`config.mk`:
```
export PLATFORM = sky130hd
export DESIGN_NAME = gfau
export DESIGN_NICKNAME = d
export VERILOG_FILES = /design/src/rtl/gfau.sv
export SDC_FILE = /design/constraint.sdc
export NUM_CORES = 2
export LEC_CHECK = 0
export BUFFER_PORTS_ARGS = -buffer_cell sky130_fd_sc_hd__buf_2
export CAP_MARGIN = 20
export CORE_MARGIN = 5
export CORE_UTILIZATION = 55
export CTS_CLUSTER_DIAMETER = 200
export DETAILED_ROUTE_END_ITERATION = 16
export PLACE_DENSITY = 0.81
export SYNTH_ARGS = -nofsm -noshare
export SYNTH_HDL_FRONTEND = slang
export SYNTH_SLANG_ARGS = --single-unit
export TNS_END_PERCENT = 10
```
`constraint.sdc`:
```
create_clock -name i_clk -period 8.4 [get_ports i_clk]
set_input_delay 1.68 -clock i_clk [delete_from_list [all_inputs] [get_ports i_clk]]
set_output_delay 1.68 -clock i_clk [all_outputs]
set_load 0.005 [all_outputs]
```
`src/rtl/gfau.sv`:
```
// Prime-field GF(p) arithmetic unit: modular add, sub, multiply (MSB-first interleaved
// reduction) and divide (binary extended Euclid), one operation at a time.
module gfau #(
   parameter int WIDTH = 32
) (
   input  logic             i_clk,
   input  logic             i_rst,
   input  logic [WIDTH-1:0] in_0,
   input  logic [WIDTH-1:0] in_1,
   input  logic [WIDTH-1:0] prime,
   input  logic [1:0]       operation_select,
   input  logic             done_from_control,
   output logic [WIDTH-1:0] result,
   output logic             done_to_control,
   output logic             done_add,
   output logic             done_sub,
   output logic             done_mult,
   output logic             done_div,
   output logic [WIDTH-1:0] div_out,
   output logic [WIDTH:0]   R
);

   localparam int CW = $clog2(WIDTH);
   localparam logic [CW-1:0] LAST_BIT = CW'(WIDTH - 1);

   typedef enum logic [1:0] {S_IDLE, S_CALC, S_FIN} state_t;
   typedef enum logic [1:0] {OP_ADD, OP_SUB, OP_MUL, OP_DIV} op_t;

   state_t           r_state;
   op_t              r_op;
   logic             r_first;
   logic [CW-1:0]    r_cnt;
   logic [WIDTH-1:0] r_a, r_b, r_p;
   logic [WIDTH-1:0] r_u, r_v, r_x1, r_x2;
   logic [WIDTH:0]   r_r;
   logic [WIDTH-1:0] r_res;
   logic [WIDTH-1:0] r_result;
   logic             r_done, r_done_add, r_done_sub, r_done_mult, r_done_div;

   // (x - y) mod p for x, y < p; wrap-around in WIDTH bits lands back in [0, p).
   function automatic logic [WIDTH-1:0] sub_mod(input logic [WIDTH-1:0] x, y, p);
      return (x >= y) ? x - y : x - y + p;
   endfunction

   // x / 2 mod p: odd x is made even by adding p before the shift.
   function automatic logic [WIDTH-1:0] half(input logic [WIDTH-1:0] x, p);
      logic [WIDTH:0] t;
      t = x[0] ? {1'b0, x} + {1'b0, p} : {1'b0, x};
      return WIDTH'(t >> 1);
   endfunction

   logic [WIDTH:0]   w_p33, w_sum, w_r2, w_r2m, w_rpa, w_rnext;
   logic [WIDTH-1:0] w_add;

   assign w_p33   = {1'b0, r_p};
   assign w_sum   = {1'b0, r_a} + {1'b0, r_b};
   assign w_add   = (w_sum >= w_p33) ? WIDTH'(w_sum - w_p33) : WIDTH'(w_sum);
   assign w_r2    = {r_r[WIDTH-1:0], 1'b0};
   assign w_r2m   = (w_r2 >= w_p33) ? w_r2 - w_p33 : w_r2;
   assign w_rpa   = w_r2m + {1'b0, r_a};
   assign w_rnext = r_b[WIDTH-1] ? ((w_rpa >= w_p33) ? w_rpa - w_p33 : w_rpa) : w_r2m;

   // NOTE: every register here is state, so it is assigned with <= only; the
   // reset branch clears all of it so nothing survives an abandoned operation.
   always_ff @(posedge i_clk) begin
      if (i_rst) begin
         r_state     <= S_IDLE;
         r_op        <= OP_ADD;
         r_first     <= 1'b0;
         r_cnt       <= '0;
         r_a         <= '0;
         r_b         <= '0;
         r_p         <= '0;
         r_u         <= '0;
         r_v         <= '0;
         r_x1        <= '0;
         r_x2        <= '0;
         r_r         <= '0;
         r_res       <= '0;
         r_result    <= '0;
         r_done      <= 1'b0;
         r_done_add  <= 1'b0;
         r_done_sub  <= 1'b0;
         r_done_mult <= 1'b0;
         r_done_div  <= 1'b0;
      end else begin
         r_done      <= 1'b0;
         r_done_add  <= 1'b0;
         r_done_sub  <= 1'b0;
         r_done_mult <= 1'b0;
         r_done_div  <= 1'b0;
         case (r_state)
            S_IDLE: begin
               if (done_from_control) begin
                  r_a     <= in_0;
                  r_b     <= in_1;
                  r_p     <= prime;
                  r_op    <= op_t'(operation_select);
                  r_first <= 1'b1;
                  r_state <= S_CALC;
               end
            end
            S_CALC: begin
               r_first <= 1'b0;
               case (r_op)
                  OP_ADD: begin
                     r_res   <= w_add;
                     r_state <= S_FIN;
                  end
                  OP_SUB: begin
                     r_res   <= sub_mod(r_a, r_b, r_p);
                     r_state <= S_FIN;
                  end
                  OP_MUL: begin
                     if (r_first) begin
                        r_r   <= '0;
                        r_cnt <= '0;
                     end else begin
                        r_r   <= w_rnext;
                        r_res <= w_rnext[WIDTH-1:0];
                        r_b   <= r_b << 1;
                        r_cnt <= r_cnt + 1'b1;
                        if (r_cnt == LAST_BIT) r_state <= S_FIN;
                     end
                  end
                  OP_DIV: begin
                     if (r_first) begin
                        if (r_b == '0) begin
                           r_res   <= '0;
                           r_state <= S_FIN;
                        end else begin
                           r_u  <= r_b;
                           r_v  <= r_p;
                           r_x1 <= r_a;
                           r_x2 <= '0;
                        end
                     end else if (r_u == WIDTH'(1)) begin
                        r_res   <= r_x1;
                        r_state <= S_FIN;
                     end else if (r_v == WIDTH'(1)) begin
                        r_res   <= r_x2;
                        r_state <= S_FIN;
                     end else if (!r_u[0]) begin
                        r_u  <= r_u >> 1;
                        r_x1 <= half(r_x1, r_p);
                     end else if (!r_v[0]) begin
                        r_v  <= r_v >> 1;
                        r_x2 <= half(r_x2, r_p);
                     end else if (r_u >= r_v) begin
                        r_u  <= r_u - r_v;
                        r_x1 <= sub_mod(r_x1, r_x2, r_p);
                     end else begin
                        r_v  <= r_v - r_u;
                        r_x2 <= sub_mod(r_x2, r_x1, r_p);
                     end
                  end
                  default: r_state <= S_FIN;
               endcase
            end
            S_FIN: begin
               r_result    <= r_res;
               r_done      <= 1'b1;
               r_done_add  <= (r_op == OP_ADD);
               r_done_sub  <= (r_op == OP_SUB);
               r_done_mult <= (r_op == OP_MUL);
               r_done_div  <= (r_op == OP_DIV);
               r_state     <= S_IDLE;
            end
            default: r_state <= S_IDLE;
         endcase
      end
   end

   assign result          = r_result;
   assign done_to_control = r_done;
   assign done_add        = r_done_add;
   assign done_sub        = r_done_sub;
   assign done_mult       = r_done_mult;
   assign done_div        = r_done_div;
   assign div_out         = r_x1;
   assign R               = r_r;

endmodule

```
== Word level (Yosys, flattened, before mapping) ==
Cells that the tools add are included.
Storage, ports and cells
  bits in registers: 336
  latch bits: 0
  memory bits (writable): 0
  memory bits (read-only): 0
  bits of input ports: 101
  output and inout port bits: 102
  word-level logic and storage cells: 147
  memories: 0
Cells by class
  add/subtract/negate cells: 16
  $mul: 0
  divide/modulo/power cells: 0
  order comparisons: 7
  equal/unequal tests: 24
  shift operators: 0
  mux-type cells: 61
  bitwise operators: 1
  reduce and logical (&&, ||, !) cells: 17
Operators by type and width (count)
  2-to-1 mux 32 bit: 40
  2-to-1 mux 33 bit: 6
  subtractor 32 bit: 6
  greater-or-equal comparator 32 bit: 4
  case mux 32 bit (4 select lines): 1
  adder 32 x 32 -> 33 bit: 3
  greater-or-equal comparator 33 x 32 -> 1 bit: 3
  adder 32 bit: 3
  subtractor 33 x 32 -> 33 bit: 2
  equality test 32 x 1 -> 1 bit, second input constant: 2
  case mux 32 bit (2 select lines): 1
  adder 33 x 32 -> 33 bit: 1
  zero test 32 bit: 1
  2-to-1 mux 2 bit: 7
  inequality test 2 bit, second input constant: 7
  AND reduction 7 bit: 2
  inequality test 3 bit, second input constant: 4
  AND reduction 5 bit: 2
  inequality test 4 bit, second input constant: 2
  AND reduction 4 bit: 2
  equality test 2 bit, second input constant: 3
  inequality test 3 x 2 -> 1 bit, second input constant: 2
  case mux 2 bit (3 select lines): 1
  AND reduction 2 bit: 3
  other kinds (13): 18

== Depth between registers and ports, before layout ==
  word-level depth: 9
  depth in mapped cells: 39
  depth with buffers taken out: 34

== Worst setup path after synthesis ==
Ideal clock, no wire load.
  path type: flip-flop to flip-flop
  from: reg r_p[1]
  to: reg r_res[9]
  setup time: 0.112 ns
  arrival time: 7.661 ns
  required time: 8.288 ns
  path slack: 0.627 ns
  cell stages (with the launch flop): 37
  path buffers: 4
  clock period less this slack: 7.773 ns
  cell sequence: dfxtp_1 -> inv_1 -> ha_1 -> nor2b_1 -> o31a_1 -> o31ai_4 -> a21oi_2 -> o31a_4 -> a21oi_4 -> clkbuf_1 -> buf_1 -> nor2_1 -> ha_1 -> fa_1 -> a21oi_1 -> nand4b_1 -> nand3_1 -> a31oi_2 -> o31ai_4 -> a31oi_1 -> nor4_1 -> o22ai_1 -> xnor2_1 -> ha_1 -> clkbuf_1 -> a21o_1 -> a21o_1 -> a21o_1 -> a21o_1 -> a21oi_1 -> o21ai_0 -> a21oi_1 -> clkbuf_1 -> nand3_1 -> a31oi_1 -> a221oi_1 -> a2111oi_1
On the way
  cells in the longest elaborated chain, start to end: 8
  elaborated cells between the ends (all ways): 15
  classes of those cells: add/sub (5); order compare (3); mux (7)
RTL lines
  from (decl): RTL line 33  | logic [WIDTH-1:0] r_a, r_b, r_p;
  from (signal assigned): RTL line 97  | r_p <= prime;
  subtractor 33 x 32 -> 33 bit or greater-or-equal comparator 33 x 32 -> 1 bit (tied branches): RTL line 59  | assign w_r2m = (w_r2 >= w_p33) ? w_r2 - w_p33 : w_r2;
  2-to-1 mux 33 bit: RTL line 59
  adder 33 x 32 -> 33 bit: RTL line 60  | assign w_rpa = w_r2m + {1'b0, r_a};
  subtractor 33 x 32 -> 33 bit or greater-or-equal comparator 33 x 32 -> 1 bit (tied branches): RTL line 61  | assign w_rnext = r_b[WIDTH-1] ? ((w_rpa >= w_p33) ? w_rpa - w_p33 : w_rpa) : w_r2m;
  2-to-1 mux 33 bit (2 in series): RTL line 61
  2-to-1 mux 32 bit: RTL line 115  | if (r_first) begin
  case mux 32 bit (4 select lines) *: RTL line 105  | case (r_op)
  to (signal assigned): RTL line 107  | r_res <= w_add;
  to (signal assigned): RTL line 111  | r_res <= sub_mod(r_a, r_b, r_p);
  to (signal assigned): RTL line 120  | r_res <= w_rnext[WIDTH-1:0];
  to (decl): RTL line 36  | logic [WIDTH-1:0] r_res;
Every way passes the cells marked *; elsewhere a longest branch is shown, timed or not. The select of a mux whose other input is x is not followed.
A chain may end at the register's enable or synchronous reset.

== Final worst setup path ==
  from: reg r_p[2]
  to: reg r_res[21]
The elaborated chain is that of the path after synthesis.

==> impl_results.md <==
* Outcome: finished clean
* Post-DP HPWL at 149 mm
* Buffers on Ports at just over 200
* CP dominant cell by count: a21oi_1
* Synthesized area per cell at 7.20 µm²
* FP Rows at 100
* WP buf/inv at 3
* Arrival @ worst endpoint at 8.56 ns
* Post-DR vias/cell at 6.85
* Compound-Gate Fraction of Synth Area at 0.335
* Max transition margin at 0.164
* Mux share of post-synthesis cell area at 0.0194
* Highest Clock Rate at approximately 0.12 GHz
* Async SR Flop Fraction at 0
* Num CTS Buffers at 44
* Post-synthesis instance total at 5754
* Critical path startpoint category: flip-flop
* Most frequent cell after synthesis: a21oi_1
* Core area at 74600 µm²
* Leak at 19.8 nW
* RSZ-0062 raised after global routing: true
* Worst Hold Class: flip-flop to flip-flop
* Clk Tree Root Cell: clkbuf_16
* XOR/XNOR Fraction of Synth Area at 0.0861
* Chip height at 285 µm
* Synthesized area at between 40000 and 50000 µm²
* Area Overhead vs Synth at 9.00%
* Setup TNS at 0 ns
* Detail Route Antenna Nets at 0
* M1 GR Usage at 0.550
* Clock period minus worst slack at 8.04 ns
* Worst vdd ir at ~0.14 mV
* Antenna violations before repair at 20
* IO Count at 203
* First-pass GRT wire length at 277 mm
* Routed len/inst at 28.1 µm
* WS Path Type: flip-flop to flip-flop
* Drc violations at 0
* Hold-fix buffers, CTS at 0
* Sequential area share after synthesis at 0.162
* Worst Setup End Kind: flip-flop
* Width of the die at 285 µm
* Share of final-layout standard cells stronger than drive strength 1 at 0.0891
* Synth Area in Adders at 0.151
* Max FFs per register at 33
* CTS clk-pin slew, worst paths at 0.06 ns
* Total track usage at 0.447
* Clock Skew at 0.0165 ns
* Final Routed Wirelength at 192 mm
* Synthesized flop and latch total at between 300 and 400
* Main synth FF type: dfxtp_1
* Power per cell area at 164 nW/µm²
* Hold Vio Cnt, Final at 0
* Largest family of logic cells by synthesized area: compound AO/OA/AOI/OAI gates
* Post-synth EDFFs at 0
* Worst Setup Slack post-DPL at 0.363 ns
* First-pass iteration count of the detailed router at 6
* Starting Density at 0.556
* Synth Area in Simple Gates at 0.185
* CTS tree: yes
* Clk buf depth at 3
* WP data required at a little under 9 ns
* Die area at 81000 µm²
* Crit path largest cell delay at 0.53 ns
* CP Max Fanout at 22
* Synth area leader: dfxtp_1
* Synth cell types at 109
* GR Util met3 at 0.116
* Synth Net Count at 6345
* Initial DRC Count at 5996
* Total of max-cap violations at 0
* Largest net degree at the start of global routing at 80
* Top cell type's share of synthesized area at 0.162
* Slew @ Worst Pin at roughly 1.2 ns
* Synth area leaders: dfxtp_1 16%, ha_1 14%, a21oi_1 7.8%, xnor2_1 5.5%, nand2_1 5.2%
* CTS sink count at ~340
* Setup ws final at 0.360 ns
* GRT busiest layer: met2
* Grt total ovfl at 0
* CTS H-tree lvls at 2
* Ys Warns at 0
* Fin crit share at 0.957
* Number of global-route vias before repair at 42737
* CP max-delay cell: or4_1
* Grt met2 use at 0.658
* Via count at 46917
* GPL Wtd Cong at 1.09
* Family with the most delay on the worst path: compound AO/OA/AOI/OAI gates
* Final Max Slew Viols at 0
* Final setup violation count at 0
* Nets@finish at 6425
* Synth cell count leaders: 645 x a21oi_1, 576 x nand2_1, 492 x nor2_1
* Clock Latency Late Sink at 0.62 ns
-- cell type report --
| class | count | area (µm²) |
|---|---|---|
| repair buffers | 344 | 2130 |
| multi-input cells | 4764 | 32300 |
| flip-flops and latches | 336 | 6730 |
| well taps | 969 | 1210 |
| clock buffers | 65 | 1320 |
| diodes | 13 | 32.5 |
| clock inverters | 16 | 181 |
| inverters | 344 | 1290 |
| fillers | 7120 | 29400 |
-- kinds of logic (layout without fill, tap and decap cells) --
| kind of cell | count (synthesis) | after routing |
|---|---|---|
| adders and majority gates | 490 | 490 |
| AOI/OAI and AO/OA | 2105 | 2106 |
| DFF | 336 | 336 |
| xor gates and xnor gates | 405 | 405 |
| muxes | 79 | 79 |
| other | 0 | 13 |
| buffers and inverters | 655 | 769 |
| and+or+nand+nor | 1684 | 1684 |
-- routing by layer --
layer	up-vias	wire, µm	share of wire
li1	21235	-	-
met1	21789	70900	0.37
met2	3080	78200	0.41
met3	799	23700	0.12
met4	14	19300	0.10
met5	-	88	0.00046
-- cells in the final DEF (no fill, tap or decap), types with 41 or more instances in the layout --
cell type  count
a21oi_1      645
nand2_1      573
nor2_1       488
ha_1         475
inv_1        339
o21ai_0      337
dfxtp_1      332
xnor2_1      260
buf_2        201
a211oi_1     191
a21o_1       187
xor2_1       142
nor3_1       138
buf_4        138
o21bai_1      97
nand3_1       90
a221oi_1      81
o211ai_1      70
mux2i_1       67
nand2b_1      66
a31oi_1       63
nand4_1       54
nor2b_1       54
o21a_1        50
clkbuf_16     45
nor4_1        41
-- timing repair --
action | CTS | global route
hold endpoints to repair | 0 | 0
setup endpoints to repair | 0 | 48
buffers inserted | 0 | 1
gates resized for setup | 0 | 7
-- worst paths after layout --
check / startpoint / endpoint / slack (ns) / cells after the start
setup / recovery: r_p[2] / r_res[21] / 0.36 / 33
hold reg to reg: result[27] / result[27] / 0.45 / 2
hold / removal: result[27] / result[27] / 0.45 / 2
setup reg to reg: r_p[2] / r_res[21] / 0.36 / 33
-- worst reg2reg max path, delay by kind of cell (launching register included) --
| family | cells | cell delay (ns) |
|---|---|---|
| AO/OA/AOI/OAI | 21 | 4.83 |
| adder cells (fa/ha/maj) | 3 | 1.02 |
| flip-flops | 1 | 0.31 |
| AND/OR/NAND/NOR | 6 | 1.21 |
| buffers and inverters | 3 | 0.57 |
-- stage by stage --
stage / util / area (µm²) / std cells / power [W] / hold slack, ns
floorplan: - / 41500 / 5754 / 0.00413 / 0.425
detailed placement: 0.584 / 43600 / 6753 / 0.00519 / 0.443
global route: 0.606 / 45200 / 6840 / 0.00766 / 0.465
finish: 0.606 / 45200 / 6851 / 0.00739 / 0.452
global placement: 0.584 / 43600 / 6752 / 0.00518 / 0.440
CTS: 0.605 / 45100 / 6834 / 0.00721 / 0.451
-- power breakdown --
| group | total, W | switching [W] | internal [W] | leakage [nW] |
|---|---|---|---|---|
| sequential | 0.00180 | 0.000143 | 0.00165 | 2.73 |
| combinational | 0.00356 | 0.00226 | 0.00130 | 16.3 |
| clock | 0.00203 | 0.000847 | 0.00118 | 0.735 |
| total | 0.00739 | 0.00325 | 0.00414 | 19.8 |
Note: power is estimated with default switching activity, not from simulation.
